==> config.mk <==
export PLATFORM = sky130hd
export DESIGN_NAME = decryption_cfg_ctrl_flat
export DESIGN_NICKNAME = d
export VERILOG_FILES = /design/src/rtl/decryption_cfg_ctrl_if.sv /design/src/rtl/decryption_cfg_ctrl.sv /design/src/flat_wrapper.sv
export SDC_FILE = /design/constraint.sdc
export NUM_CORES = 1
export LEC_CHECK = 0
export ABC_AREA = 1
export CAP_MARGIN = 25
export CELL_PAD_IN_SITES_DETAIL_PLACEMENT = 0
export CELL_PAD_IN_SITES_GLOBAL_PLACEMENT = 2
export CORE_MARGIN = 5
export CORE_UTILIZATION = 25
export CTS_CLUSTER_DIAMETER = 150
export CTS_CLUSTER_SIZE = 30
export DETAILED_ROUTE_END_ITERATION = 10
export PLACE_DENSITY = 0.8
export SYNTH_ARGS = -nofsm -noshare
export SYNTH_HDL_FRONTEND = slang
export SYNTH_SLANG_ARGS = --single-unit
export TNS_END_PERCENT = 50
==> constraint.sdc <==
create_clock -name clk_sys -period 2.2 [get_ports clk_sys]
set_input_delay 0.44 -clock clk_sys [delete_from_list [all_inputs] [get_ports clk_sys]]
set_output_delay 0.44 -clock clk_sys [all_outputs]
set_load 0.05 [all_outputs]
==> src/rtl/decryption_cfg_ctrl_if.sv <==
// decryption_cfg_ctrl_if: register access bus between the config sequencer and the register file
interface decryption_cfg_ctrl_if #(
  parameter int addr_witdth = 8,
  parameter int reg_width = 16
);
  logic [addr_witdth-1:0] addr;
  logic read;
  logic write;
  logic [reg_width-1:0] wdata;
  logic [reg_width-1:0] rdata;
  logic done;
  logic error;
  modport master (output addr, read, write, wdata, input rdata, done, error);
  modport slave (input addr, read, write, wdata, output rdata, done, error);
endinterface

==> src/rtl/decryption_cfg_ctrl.sv <==
// decryption_cfg_ctrl: sequences key/select programming of the decryptors once they drain idle
module decryption_cfg_ctrl #(
  parameter int addr_witdth = 8,
  parameter int reg_width = 16,
  parameter logic [addr_witdth-1:0] SEL_ADDR = 8'h00,
  parameter logic [addr_witdth-1:0] CAESAR_ADDR = 8'h10,
  parameter logic [addr_witdth-1:0] SCY_ADDR = 8'h12,
  parameter logic [addr_witdth-1:0] ZIG_ADDR = 8'h14,
  parameter int TO_CYCLES = 15
) (
  input  logic clk_sys,
  input  logic rst_n,
  input  logic cfg_req,
  input  logic [1:0] cfg_sel,
  input  logic [15:0] cfg_key,
  output logic cfg_ack,
  output logic cfg_err,
  input  logic busy,
  output logic stream_en,
  decryption_cfg_ctrl_if.master bus
);
  typedef enum logic [3:0] {IDLE, DRAIN, WR_KEY, W_KEY, WR_SEL, W_SEL, RD_SEL, W_RD, RESP} state_t;
  state_t state, state_n;
  logic [1:0] sel_q;
  logic [15:0] key_q;
  logic [3:0] cnt;
  logic idle_q, good, fail_n, timeout;
  logic [addr_witdth-1:0] key_addr;
  logic [reg_width-1:0] key_data;
  assign timeout = cnt == 4'(TO_CYCLES);
  assign key_addr = sel_q == 2'd0 ? CAESAR_ADDR : sel_q == 2'd1 ? SCY_ADDR : ZIG_ADDR;
  assign key_data = reg_width'(sel_q == 2'd2 ? {8'h00, key_q[7:0]} : key_q);
  // state register
  always_ff @(posedge clk_sys)
    if (!rst_n) state <= IDLE;
    else state <= state_n;
  // next state; fail_n marks a transition into RESP that must report an error
  always_comb begin
    state_n = state;
    fail_n = 1'b0;
    case (state)
      IDLE: if (cfg_req) begin
        state_n = cfg_sel == 2'd3 ? RESP : DRAIN;
        fail_n = cfg_sel == 2'd3;
      end
      DRAIN: if (!busy && idle_q) state_n = WR_KEY;
        else if (busy && timeout) begin
          state_n = RESP;
          fail_n = 1'b1;
        end
      WR_KEY: state_n = W_KEY;
      WR_SEL: state_n = W_SEL;
      RD_SEL: state_n = W_RD;
      W_KEY, W_SEL, W_RD: if (bus.done) begin
        fail_n = bus.error || (state == W_RD && bus.rdata[1:0] != sel_q);
        state_n = fail_n || state == W_RD ? RESP : state == W_KEY ? WR_SEL : RD_SEL;
      end else if (timeout) begin
        state_n = RESP;
        fail_n = 1'b1;
      end
      RESP: state_n = IDLE;
      default: state_n = IDLE;
    endcase
  end
  // registered outputs follow the state being entered, so strobes coincide with WR_*/RD_* states
  always_ff @(posedge clk_sys)
    if (!rst_n) begin
      sel_q <= '0;
      key_q <= '0;
      cnt <= '0;
      idle_q <= 1'b0;
      good <= 1'b0;
      stream_en <= 1'b0;
      cfg_ack <= 1'b0;
      cfg_err <= 1'b0;
      bus.addr <= '0;
      bus.read <= 1'b0;
      bus.write <= 1'b0;
      bus.wdata <= '0;
    end else begin
      cnt <= state_n != state ? 4'd0 : cnt == 4'hf ? cnt : cnt + 4'd1;
      idle_q <= state == DRAIN && !busy;
      if (state == IDLE && cfg_req) begin
        sel_q <= cfg_sel;
        key_q <= cfg_key;
      end
      bus.write <= state_n == WR_KEY || state_n == WR_SEL;
      bus.read <= state_n == RD_SEL;
      if (state_n == WR_KEY) begin
        bus.addr <= key_addr;
        bus.wdata <= key_data;
      end
      if (state_n == WR_SEL || state_n == RD_SEL) bus.addr <= SEL_ADDR;
      if (state_n == WR_SEL) bus.wdata <= reg_width'(sel_q);
      cfg_ack <= state_n == RESP && !fail_n;
      cfg_err <= state_n == RESP && fail_n;
      if (state == RESP) begin
        stream_en <= cfg_ack || good;
        good <= cfg_ack || good;
      end else if (state == IDLE && state_n == DRAIN) stream_en <= 1'b0;
    end
endmodule

==> src/flat_wrapper.sv <==
// flat-port wrapper written by rule: the top's interface ports become plain ports
module decryption_cfg_ctrl_flat 
#(
  parameter int addr_witdth = 8,
  parameter int reg_width = 16,
  parameter logic [addr_witdth-1:0] SEL_ADDR = 8'h00,
  parameter logic [addr_witdth-1:0] CAESAR_ADDR = 8'h10,
  parameter logic [addr_witdth-1:0] SCY_ADDR = 8'h12,
  parameter logic [addr_witdth-1:0] ZIG_ADDR = 8'h14,
  parameter int TO_CYCLES = 15
)
  (clk_sys, rst_n, cfg_req, cfg_sel, cfg_key, cfg_ack, cfg_err, busy, stream_en, bus_addr, bus_read, bus_write, bus_wdata, bus_rdata, bus_done, bus_error);
  decryption_cfg_ctrl_if #(.addr_witdth(addr_witdth), .reg_width(reg_width)) bus_i ();
  input  logic clk_sys;
  input  logic rst_n;
  input  logic cfg_req;
  input  logic [1:0] cfg_sel;
  input  logic [15:0] cfg_key;
  output logic cfg_ack;
  output logic cfg_err;
  input  logic busy;
  output logic stream_en;
  output wire logic [$bits(bus_i.addr)-1:0] bus_addr;
  output wire logic [$bits(bus_i.read)-1:0] bus_read;
  output wire logic [$bits(bus_i.write)-1:0] bus_write;
  output wire logic [$bits(bus_i.wdata)-1:0] bus_wdata;
  input wire logic [$bits(bus_i.rdata)-1:0] bus_rdata;
  input wire logic [$bits(bus_i.done)-1:0] bus_done;
  input wire logic [$bits(bus_i.error)-1:0] bus_error;
  assign bus_addr = bus_i.addr;
  assign bus_read = bus_i.read;
  assign bus_write = bus_i.write;
  assign bus_wdata = bus_i.wdata;
  assign bus_i.rdata = bus_rdata;
  assign bus_i.done = bus_done;
  assign bus_i.error = bus_error;
  decryption_cfg_ctrl #(.addr_witdth(addr_witdth), .reg_width(reg_width), .SEL_ADDR(SEL_ADDR), .CAESAR_ADDR(CAESAR_ADDR), .SCY_ADDR(SCY_ADDR), .ZIG_ADDR(ZIG_ADDR), .TO_CYCLES(TO_CYCLES)) u_core (.clk_sys(clk_sys), .rst_n(rst_n), .cfg_req(cfg_req), .cfg_sel(cfg_sel), .cfg_key(cfg_key), .cfg_ack(cfg_ack), .cfg_err(cfg_err), .busy(busy), .stream_en(stream_en), .bus(bus_i));
endmodule
==> metrics.log <==
INFO  metric run_status = completed
INFO  metric fp.dieW = 104 um
INFO  metric startpoint = u_core.bus.addr[2]
INFO  metric post_synth_inst_count = 279
INFO  metric cp_num_cells = 1
INFO  metric dr.pass1.iters = 4
INFO  metric r2r_setup_slack = 490 ps
INFO  metric endpoint_kind = output port
INFO  metric ys_seq_area_share = between 40% and 50%
INFO  metric startpoint_type = register
INFO  metric timing.final.crit_share = 87.3%
INFO  metric synth.largest_area_cell = dfxtp_1
INFO  metric clk_path_buf_depth = 2
INFO  metric grt_max_degree = 33
INFO  metric grt_first_pass_wirelength = 9130 um
INFO  metric fin_skew = 8.88 ps
INFO  metric antennaDiodeCount = 0
INFO  metric gp_routability_congestion = 0.774
INFO  metric grt_overflow_total = 0
INFO  metric floorplan.io_pins = 69
INFO  metric initial_utilization = about a quarter
INFO  metric vdd_ir_drop_max = approximately 0.26 mV
INFO  metric setup_viol = 0
INFO  metric crit_slowest_cell = clkdlybuf4s50_1
INFO  metric fin_setup_tns = 0 ps
INFO  metric slew_violations = 0
INFO  metric clock_tree.root_cell = clkbuf_8
INFO  metric reg2reg_from = u_core.cnt[0]
INFO  metric synth.ff_latch_count = 52
INFO  metric power_leakage = 1.13 nW
INFO  metric routed_wire_length_per_instance = 12.3 um
INFO  metric crit_path_max_incr_delay = 810 ps
INFO  metric drive_above_1_share = 11.2%
INFO  metric crit_path_cell_trace = clkdlybuf4s50_1
INFO  metric hpwl = ~4000 um
INFO  metric std_cell_rows = 34
INFO  metric clock.fmax = about 520 MHz
INFO  metric routed_antenna_nets = 0
INFO  metric cts-resized-gates = 0
INFO  metric hold_path_class = reg2reg
INFO  metric mostFrequentLayoutCells = dfxtp_1, clkdlybuf4s50_1, o21ai_0, nor2_1, nand2_1
INFO  metric yosys_warnings = 0
INFO  metric cts_hold_buf = 0
INFO  metric clock_latency = 300 ps
INFO  metric hold_viol = 0
INFO  metric syn-mean-instance-area = 7.86 um2
INFO  metric layout_area_overhead = 32.5%
INFO  metric die_h = around 100 um
INFO  metric yosys.area.top_type_share = 47.5%
INFO  metric worst-path-buf-inv = 1
INFO  metric dr_total_vias = 1932
INFO  metric total_clock_sinks = 52
INFO  metric slew-limit-headroom = 65.2%
INFO  metric number_of_distinct_library_cells_after_synthesis = 34
INFO  metric grt.total_usage = approximately a tenth
INFO  metric final_core_util = roughly a third
INFO  metric total_core_area = 8640 um2
INFO  metric postCtsSetupRepairBufs = 0
INFO  metric totalWireLength = 5370 um
INFO  metric cts_inserted_buffers = 5
INFO  metric mostFrequentLayoutCell = dfxtp_1
INFO  metric crit_path_max_fanout = 2
INFO  metric total_of_buffers_placed_on_input_and_output_ports = 49
INFO  metric grt_antenna_before_repair = 0
INFO  metric synth.cell_area = 2190 um2
INFO  metric htree_levels = 2
INFO  metric criticalPathCategory = reg2out
INFO  metric reg2reg_depth = 9
INFO  metric cts_tree = done
INFO  metric drt_first_iter_violations = between 40 and 50
INFO  metric layout.nets = 370
INFO  metric grt_setup_unrepaired = no
INFO  metric synthTopCellsByArea = dfxtp_1, o21ai_0, nor2_1
INFO  metric worst_ep_required_time = 1760 ps
INFO  metric critical-path-top-delay-family = buffers and inverters
INFO  metric vias_per_cell = ~4.4
INFO  metric max_cap_violations = 0
INFO  metric vias_in_the_first_global_route = approximately 1900
INFO  metric dieArea = 10700 um2
INFO  metric worst-slew-pin-transition = 520 ps
INFO  metric drt_drc_violations_left = 0
INFO  metric cts.reportedPaths.clkPinSlew = 90 ps
INFO  metric timing.critical_path.to = bus_addr[2]
INFO  metric finalCriticalPeriod = ~1900 ps
INFO  metric powerDensity = slightly above 900 nW/um2
INFO  metric worst-endpoint-arrival = 1480 ps
INFO  metric worst_r2r_endpoint = u_core.bus.wdata[4]
flip-flops by register name, indices dropped and copies added, names as in the netlist, 2 cells and up:
name              count
u_core.bus.wdata     16
u_core.key_q         16
u_core.cnt            4
u_core.state          4
u_core.bus.addr       3
u_core.sel_q          2
worst min-delay path by stage:
stage	from	end	slack [ps]	cells past startpoint
final	u_core.key_q[11]	u_core.key_q[11]	450	2
after global routing	u_core.key_q[15]	u_core.key_q[15]	470	2
after CTS	u_core.key_q[11]	u_core.key_q[11]	450	2
after detailed placement	u_core.key_q[11]	u_core.key_q[11]	440	2
after global placement	u_core.good	u_core.good	430	2
after floorplan	u_core.good	u_core.good	420	2
cell usage after synthesis, drive strengths merged:
master	count
ha	1
a31oi	1
xnor2	3
nor2	40
nand4	5
dfxtp	52
buf	11
or2	1
mux2i	1
o22ai	1
a211oi	6
o22a	1
o211ai	1
nor3	3
conb	1
clkbuf	5
inv	31
o31ai	1
o21ai	38
nand2	36
a21oi	26
nand3	14
area by class of cell:
class                           count  area, um2
Clock inverter                      2       38.8
Clock buffer                        6       72.6
Timing Repair Buffer               55        548
Multi-Input combinational cell    184        951
Tap cell                          108        135
Inverter                           31        119
Fill cell                         945       5730
Sequential cell                    52       1040
metal layers:
metal | routed length [um] | GRT usage, % | vias up
met3 | 301 | 2.86 | 5
met5 | 0 | 0 | -
met1 | 2530 | 13.2 | 878
met2 | 2500 | 16.3 | 44
met4 | 42 | 2.59 | 0
li1 | - | - | 1005
through the flow:
step	cell area, um2	power [mW]	worst slack [ps]	hold WS, ps	cells
after floorplan	2210	1.76	663	423	283
after global placement	2790	2.03	41.9	430	430
after detailed placement	2790	2.04	55.4	437	430
after CTS	2910	2.71	256	452	438
after global routing	2910	2.84	209	470	438
final	2910	2.66	279	450	438
power breakdown:
part,switching [mW],internal [mW],leakage [nW],total (mW)
Combinational,0.560,0.303,0.649,0.863
Clock,0.312,0.344,0.0558,0.656
Sequential,0.0750,1.07,0.426,1.14
Total,0.947,1.72,1.13,2.66
logic make-up (layout without fill, tap and decap cells):
family | count (synthesis) | count (layout) | share of synthesized area (%)
AOI/OAI and AO/OA | 75 | 75 | 18.9
xor gates and xnor gates | 3 | 3 | 1.20
adders and majority gates | 1 | 1 | 0.570
buffers and inverters | 47 | 94 | 9.87
DFF | 52 | 52 | 47.5
muxes | 1 | 1 | 0.456
other | 1 | 5 | 0.171
and+or+nand+nor | 99 | 99 | 21.3
Note: power is estimated with default switching activity, not from simulation.
